==> src/rtl/wb_buffer.sv <==
// rtl/wb_buffer.sv - write-back buffer: FIFO of evicted blocks drained to RAM, with read forwarding.
// Optional WB_BUFFER_COALESCE_EN merges a push into a queued (not in-flight) entry with the same address.
module wb_buffer #(
  parameter int DEPTH  = 4,
  parameter int ADDR_W = 8,
  parameter int DATA_W = 8
) (
  input  logic                     clock,
  input  logic                     reset,
  input  logic                     wb_valid,
  input  logic [ADDR_W-1:0]        wb_addr,
  input  logic [DATA_W-1:0]        wb_data,
  output logic                     wb_ready,
  output logic                     mem_req,
  output logic [ADDR_W-1:0]        mem_addr,
  output logic [DATA_W-1:0]        mem_wdata,
  input  logic                     mem_ack,
  input  logic [ADDR_W-1:0]        rd_addr,
  output logic                     rd_hit,
  output logic [DATA_W-1:0]        rd_data,
  output logic                     full,
  output logic                     empty,
  output logic [$clog2(DEPTH):0]   count
);

  localparam int PTR_W = $clog2(DEPTH);
  localparam int CNT_W = PTR_W + 1;

  typedef enum logic {IDLE, WRITE} state_t;

  state_t              state_q, state_d;
  logic [PTR_W-1:0]    head_q, tail_q;
  logic [CNT_W-1:0]    count_q, count_d;
  logic [DEPTH-1:0]    valid_q;
  logic [ADDR_W-1:0]   addr_q [DEPTH];
  logic [DATA_W-1:0]   data_q [DEPTH];

  logic                push, pop, alloc, coal;
  logic                co_hit;
  logic [PTR_W-1:0]    co_idx;
  logic [PTR_W-1:0]    rd_idx;

  assign full     = (count_q == CNT_W'(DEPTH));
  assign empty    = (count_q == '0);
  assign count    = count_q;
  assign wb_ready = !full || co_hit;

  assign push  = wb_valid && wb_ready;
  assign pop   = (state_q == WRITE) && mem_ack;
  assign alloc = push && !co_hit;
  assign coal  = push && co_hit;

`ifdef WB_BUFFER_COALESCE_EN
  // The head is excluded while in flight so mem_wdata stays stable until mem_ack.
  always_comb begin
    co_hit = 1'b0;
    co_idx = '0;
    for (int i = 0; i < DEPTH; i++) begin
      if (valid_q[i] && (addr_q[i] == wb_addr) &&
          !((state_q == WRITE) && (PTR_W'(i) == head_q))) begin
        co_hit = 1'b1;
        co_idx = PTR_W'(i);
      end
    end
  end
`else
  assign co_hit = 1'b0;
  assign co_idx = '0;
`endif

  always_comb begin
    count_d = count_q;
    if (alloc && !pop)
      count_d = count_q + 1'b1;
    else if (!alloc && pop)
      count_d = count_q - 1'b1;
  end

  always_comb begin
    state_d   = state_q;
    mem_req   = 1'b0;
    mem_addr  = '0;
    mem_wdata = '0;
    case (state_q)
      IDLE: begin
        if (count_d != '0)
          state_d = WRITE;
      end
      WRITE: begin
        mem_req   = 1'b1;
        mem_addr  = addr_q[head_q];
        mem_wdata = data_q[head_q];
        if (mem_ack && (count_d == '0))
          state_d = IDLE;
      end
      default: state_d = IDLE;
    endcase
  end

  always_ff @(posedge clock or posedge reset) begin
    if (reset) begin
      state_q <= IDLE;
      head_q  <= '0;
      tail_q  <= '0;
      count_q <= '0;
      valid_q <= '0;
    end else begin
      state_q <= state_d;
      count_q <= count_d;
      if (pop) begin
        head_q          <= head_q + 1'b1;
        valid_q[head_q] <= 1'b0;
      end
      if (alloc) begin
        tail_q          <= tail_q + 1'b1;
        valid_q[tail_q] <= 1'b1;
      end
    end
  end

  // Payload storage needs no reset; the valid bits qualify every entry.
  always_ff @(posedge clock) begin
    if (alloc) begin
      addr_q[tail_q] <= wb_addr;
      data_q[tail_q] <= wb_data;
    end
    if (coal)
      data_q[co_idx] <= wb_data;
  end

  // Scan oldest to youngest so the youngest match is left standing.
  always_comb begin
    rd_hit  = 1'b0;
    rd_data = '0;
    rd_idx  = '0;
    for (int i = 0; i < DEPTH; i++) begin
      rd_idx = head_q + PTR_W'(i);
      if (valid_q[rd_idx] && (addr_q[rd_idx] == rd_addr)) begin
        rd_hit  = 1'b1;
        rd_data = data_q[rd_idx];
      end
    end
  end

endmodule

==> config.mk <==
export PLATFORM = sky130hd
export DESIGN_NAME = wb_buffer
export DESIGN_NICKNAME = d
export VERILOG_FILES = /design/src/rtl/wb_buffer.sv
export SDC_FILE = /design/constraint.sdc
export NUM_CORES = 1
export LEC_CHECK = 0
export ABC_CLOCK_PERIOD_IN_PS = 8420
export BUFFER_PORTS_ARGS = -buffer_cell sky130_fd_sc_hd__buf_2
export CORE_UTILIZATION = 45
export DETAILED_ROUTE_END_ITERATION = 12
export PLACE_DENSITY = 0.65
export SETUP_SLACK_MARGIN = 0.05
export SKIP_LAST_GASP = 1
export SLEW_MARGIN = 40
export SYNTH_ARGS = -nofsm -noshare
export SYNTH_HDL_FRONTEND = slang
export SYNTH_SLANG_ARGS = --single-unit
==> constraint.sdc <==
create_clock -name clock -period 8.42 [get_ports clock]
set_input_delay 1.684 -clock clock [delete_from_list [all_inputs] [get_ports clock]]
set_output_delay 1.684 -clock clock [all_outputs]
set_load 0.05 [all_outputs]
==> results.env <==
RUN_STATUS='finished clean'
CRIT_PATH_MAX_INCR_DELAY_NS=0.79
SYNTH_SIMPLE_GATE_AREA_FRAC=0.08572
DIE_H_UM=107.6
TRACK_USAGE=0.1862
WORSTSKEWPAIRLATENCY_NS=0.36
END_KIND='output port'
LAYOUT.AREA.SEQ_UM2=2226
HIGHEST_COUNT_CELLS_IN_THE_LAYOUT_IGNORING_FILL_AND_TAPS='edfxtp_1 (64), buf_2 (59), mux4_2 (49), xnor2_1 (35), nor2_1 (19)'
FINISH.NET_COUNT=445
FP.COREAREA_UM2=10840
CHIPWIDTH_UM=107.6
TOTAL_AREA_OF_MULTI_INPUT_COMBINATIONAL_CELLS_UM2=2608
SYNTH_CELLS=362
MAX_IR_DROP_VDD_mV=0.2498
TRITONCTS_CLOCK_TREE='done'
R2R-START='state_q'
SYN-CELL-AREA_UM2=5021
GRT_USE_MET2=0.2995
POST-ROUTE-CELL-AREA_UM2=5592
DESIGN.DIE.AREA_UM2=11580
SETUP_VIOLATIONS=0
DETAIL_ROUTE.WIRELENGTH_MM=10.00
WORST-SETUP-PATH-TYPE='flop to output port'
CTS.REPORTEDPATHS.CLKPINSLEW_NS=0.08
FIN_WORST_SKEW_NS=0.01331
DESIGN.PORTCOUNT=60
SYNTHESIS.NETS=401
WORSTREG2REGEND='state_q'
HOLD_PATH.CLASS='flop to flop'
SYNTH_COMPOUND_GATE_AREA_SHARE=0.04211
YOSYS_WARNINGS=0
POSTCTSRESIZEDCELLS=0
RSZ_0062_RAISED_AFTER_GLOBAL_ROUTING='no'
FAMILY_OF_CELLS_WITH_THE_GREATEST_SUMMED_DELAY_ON_THE_CRITICAL_PATH='simple AND/OR/NAND/NOR gates'
SYNTH-MAIN-FF-CELL='edfxtp_1'
GRT_PASS1_VIAS=3002
POST_CTS_BUFFERS=0
FINALWEIGHTEDCONGESTION=0.7180
CAP_VIOL_MAX_COUNT=0
WORST-SLEW-PIN-TRANSITION_NS=0.8321
BUFFER_PORTS.INSERTED=59
LARGEST_FAMILY_OF_LOGIC_CELLS_BY_SYNTHESIZED_AREA='multiplexers'
RELSLEWSLACK=0.4422
MIN_PATH_CELLS=1
MET1_USAGE_IN_GLOBAL_ROUTING=0.2444
SYNTH.DISTINCT_CELLS=40
FLOORPLAN.INITIALDENSITY=0.4632
LAYER_WITH_THE_HIGHEST_USAGE_AFTER_GLOBAL_ROUTING='met2'
CLOCK.FMAX_MHz=168.7
FF2FF_SETUP_SLACK_NS=6.08
P_TOTAL_uW=2418
POWER_DENSITY_nW_PER_UM2=432.3
FINALMAXSLEWVIOLATIONS=0
POST_ROUTE_CELLS_DRIVE_ABOVE_1_SHARE=0.3650
CTS-HTREE-LEVELS=3
SYNTH_SEQ_CELLS=76
FIRST_ITER_VIOLATIONS=119
SYNTH_MUX_AREA_FRAC=0.2970
LAYOUT-AREA-OVERHEAD-VS-SYNTH_PCT=11.36
VIA_COUNT=3133
TRITONCTS.NUM_BUFFERS=9
AVGROUTEDWIREPERCELL_UM=18.15
LARGEST_NET_DEGREE_AT_THE_START_OF_GLOBAL_ROUTING=71
DETAILED_PLACE_HPWL_MM=6.949
ROWS=38
POST_CTS_HOLD_BUFFER_COUNT=0
GRT_PASS1_WL_MM=15.79
NUMBER_OF_ENABLE_FLIP_FLOP_CELLS_AFTER_SYNTHESIS=64
HOLD-PATH-ENDPOINT='valid_q[3]'
FINAL_MIN_PERIOD_OVER_CLOCK_PERIOD=0.7040
CTS_ROOT_BUF='clkbuf_8'
MAX-CLOCK-PATH-BUFFERS=2
WORSTPATHARRIVAL_NS=4.24
GRT_OVERFLOW_TOTAL=0
STARTPOINT_CLASS_OF_THE_CRITICAL_PATH='flop'
N_ANTENNA_CELL=0
DRC_ERRORS=0
TOTAL_LEAKAGE_POWER_uW=0.002000
HOLD_VIOL=0
YOSYS.AREA_SHARE.ADDER=0.02741
DRT_PASS1_ITERATIONS=4
CP_CELL_SEQUENCE='inv_2, ha_1, mux4_2, xnor2_1, nand3_1, or3_1, a31oi_1, mux2i_1, mux2_2, buf_2'
ANTENNA_VIOLATIONS_BEFORE_REPAIR=0
SETUP_TOTAL_NEGATIVE_SLACK_NS=0
AVGSYNTHCELLAREA_UM2=13.87
PERIOD_MINUS_SLACK_NS=5.927
CRITICAL_PATH_REQUIRED_NS=6.74
DRT.ANTENNA.VIOLATING_NETS=0
CLKSINKCOUNT=76
SEQ_AREA_FRAC_SYNTH=0.4426
USE_MET3=0.03571
MOSTFREQUENTLAYOUTCELL='edfxtp_1'
SYNTH_ASYNC_SR_FLOP_SHARE=0.1579
WORSTPATHMAXFANOUT=16
POST_SYNTH_XOR_AREA_FRACTION=0.06604
TIMING.CRITICAL_PATH.BUF_INV=2
HOLD_PATH.STARTPOINT='valid_q[3]'
FILLER_CELL_COUNT=948
R2R.WORST_PATH.CELLS=5
POST_DRT_VIA_CELL_RATIO=5.686
CRITICAL_PATH_S_SLOWEST_CELL='ha_1'
DPL_CELL_AREA_UM2=5375
==> registers in the layout, summed over array words and instances, names as in the netlist <==
register / count
addr_q: 32
count: 3
data_q: 32
head_q: 2
state_q: 1
tail_q: 2
valid_q: 4
==> cell type report <==
class / instances / share of cell area
clock inverters: 6 / 0.01589
clock buffers: 10 / 0.02282
multi-input cells: 246 / 0.4663
inverters: 10 / 0.006713
repair buffers: 63 / 0.05885
well taps: 140 / 0.03133
flip-flops and latches: 76 / 0.3981
==> routing by layer <==
metal | part of all wire | vias up
met2 | 0.49 | 77
met1 | 0.45 | 1561
li1 | - | 1481
met5 | 0 | -
met3 | 0.044 | 14
met4 | 0.019 | 0
==> stage by stage <==
stage	cells	utilization	hold slack (ns)	setup WS [ns]
after floorplan	362	-	0.4785	2.670
after global placement	535	0.4950	0.5050	2.978
after detailed placement	535	0.4958	0.5289	2.875
after CTS	551	0.5158	0.5492	2.465
after global routing	551	0.5158	0.5677	2.217
final	551	0.5158	0.5504	2.493
==> worst max path at each step <==
stage,from,end,slack [ns],cells past startpoint
2_1_floorplan,head_q[0],rd_data[0],2.67,17
3_3_place_gp,head_q[1],rd_data[5],2.98,10
3_5_place_dp,head_q[0],rd_data[0],2.87,10
4_1_cts,head_q[0],rd_data[0],2.47,10
5_1_grt,head_q[0],rd_data[6],2.22,10
6_report,head_q[0],rd_data[1],2.49,10
==> synthesized netlist by cell type, types with 2 or more instances <==
master | number | area [µm²]
a21o_1 | 4 | 30.03
a21oi_1 | 17 | 85.08
a31oi_1 | 9 | 56.30
and2_1 | 18 | 112.6
and3_1 | 4 | 25.02
buf_1 | 2 | 7.510
buf_2 | 7 | 35.03
buf_4 | 2 | 15.01
buf_6 | 2 | 22.52
clkbuf_1 | 15 | 56.30
dfrtp_1 | 12 | 300.3
edfxtp_1 | 64 | 1922
ha_1 | 11 | 137.6
inv_1 | 9 | 33.78
mux2_1 | 4 | 45.04
mux2_2 | 13 | 146.4
mux2i_1 | 17 | 170.2
mux4_2 | 49 | 1104
nand2_1 | 12 | 45.04
nand3_1 | 4 | 20.02
nand4_1 | 5 | 31.28
nor2_1 | 19 | 71.32
nor2b_1 | 2 | 12.51
nor3_2 | 2 | 20.02
nor4b_1 | 7 | 61.31
o211ai_1 | 3 | 22.52
o21ai_0 | 2 | 10.01
xnor2_1 | 35 | 306.5
==> power by group <==
group	total (µW)	leakage [µW]	internal [µW]	switching, µW
registers	587	0.000725	511	76.4
clock network	302	0.000102	167	135
logic	1530	0.00117	643	886
total	2420	0.00200	1320	1100
==> kinds of logic (layout without fill, tap and decap cells) <==
| kind of cell | Yosys count | in the layout |
|---|---|---|
| XOR/XNOR | 37 | 37 |
| flip-flops | 76 | 76 |
| multiplexers | 84 | 84 |
| AND/OR/NAND/NOR | 78 | 78 |
| AO/OA/AOI/OAI | 36 | 36 |
| buffers and inverters | 40 | 89 |
| adder cells (fa/ha/maj) | 11 | 11 |
Power figures use the tool's default switching activity.
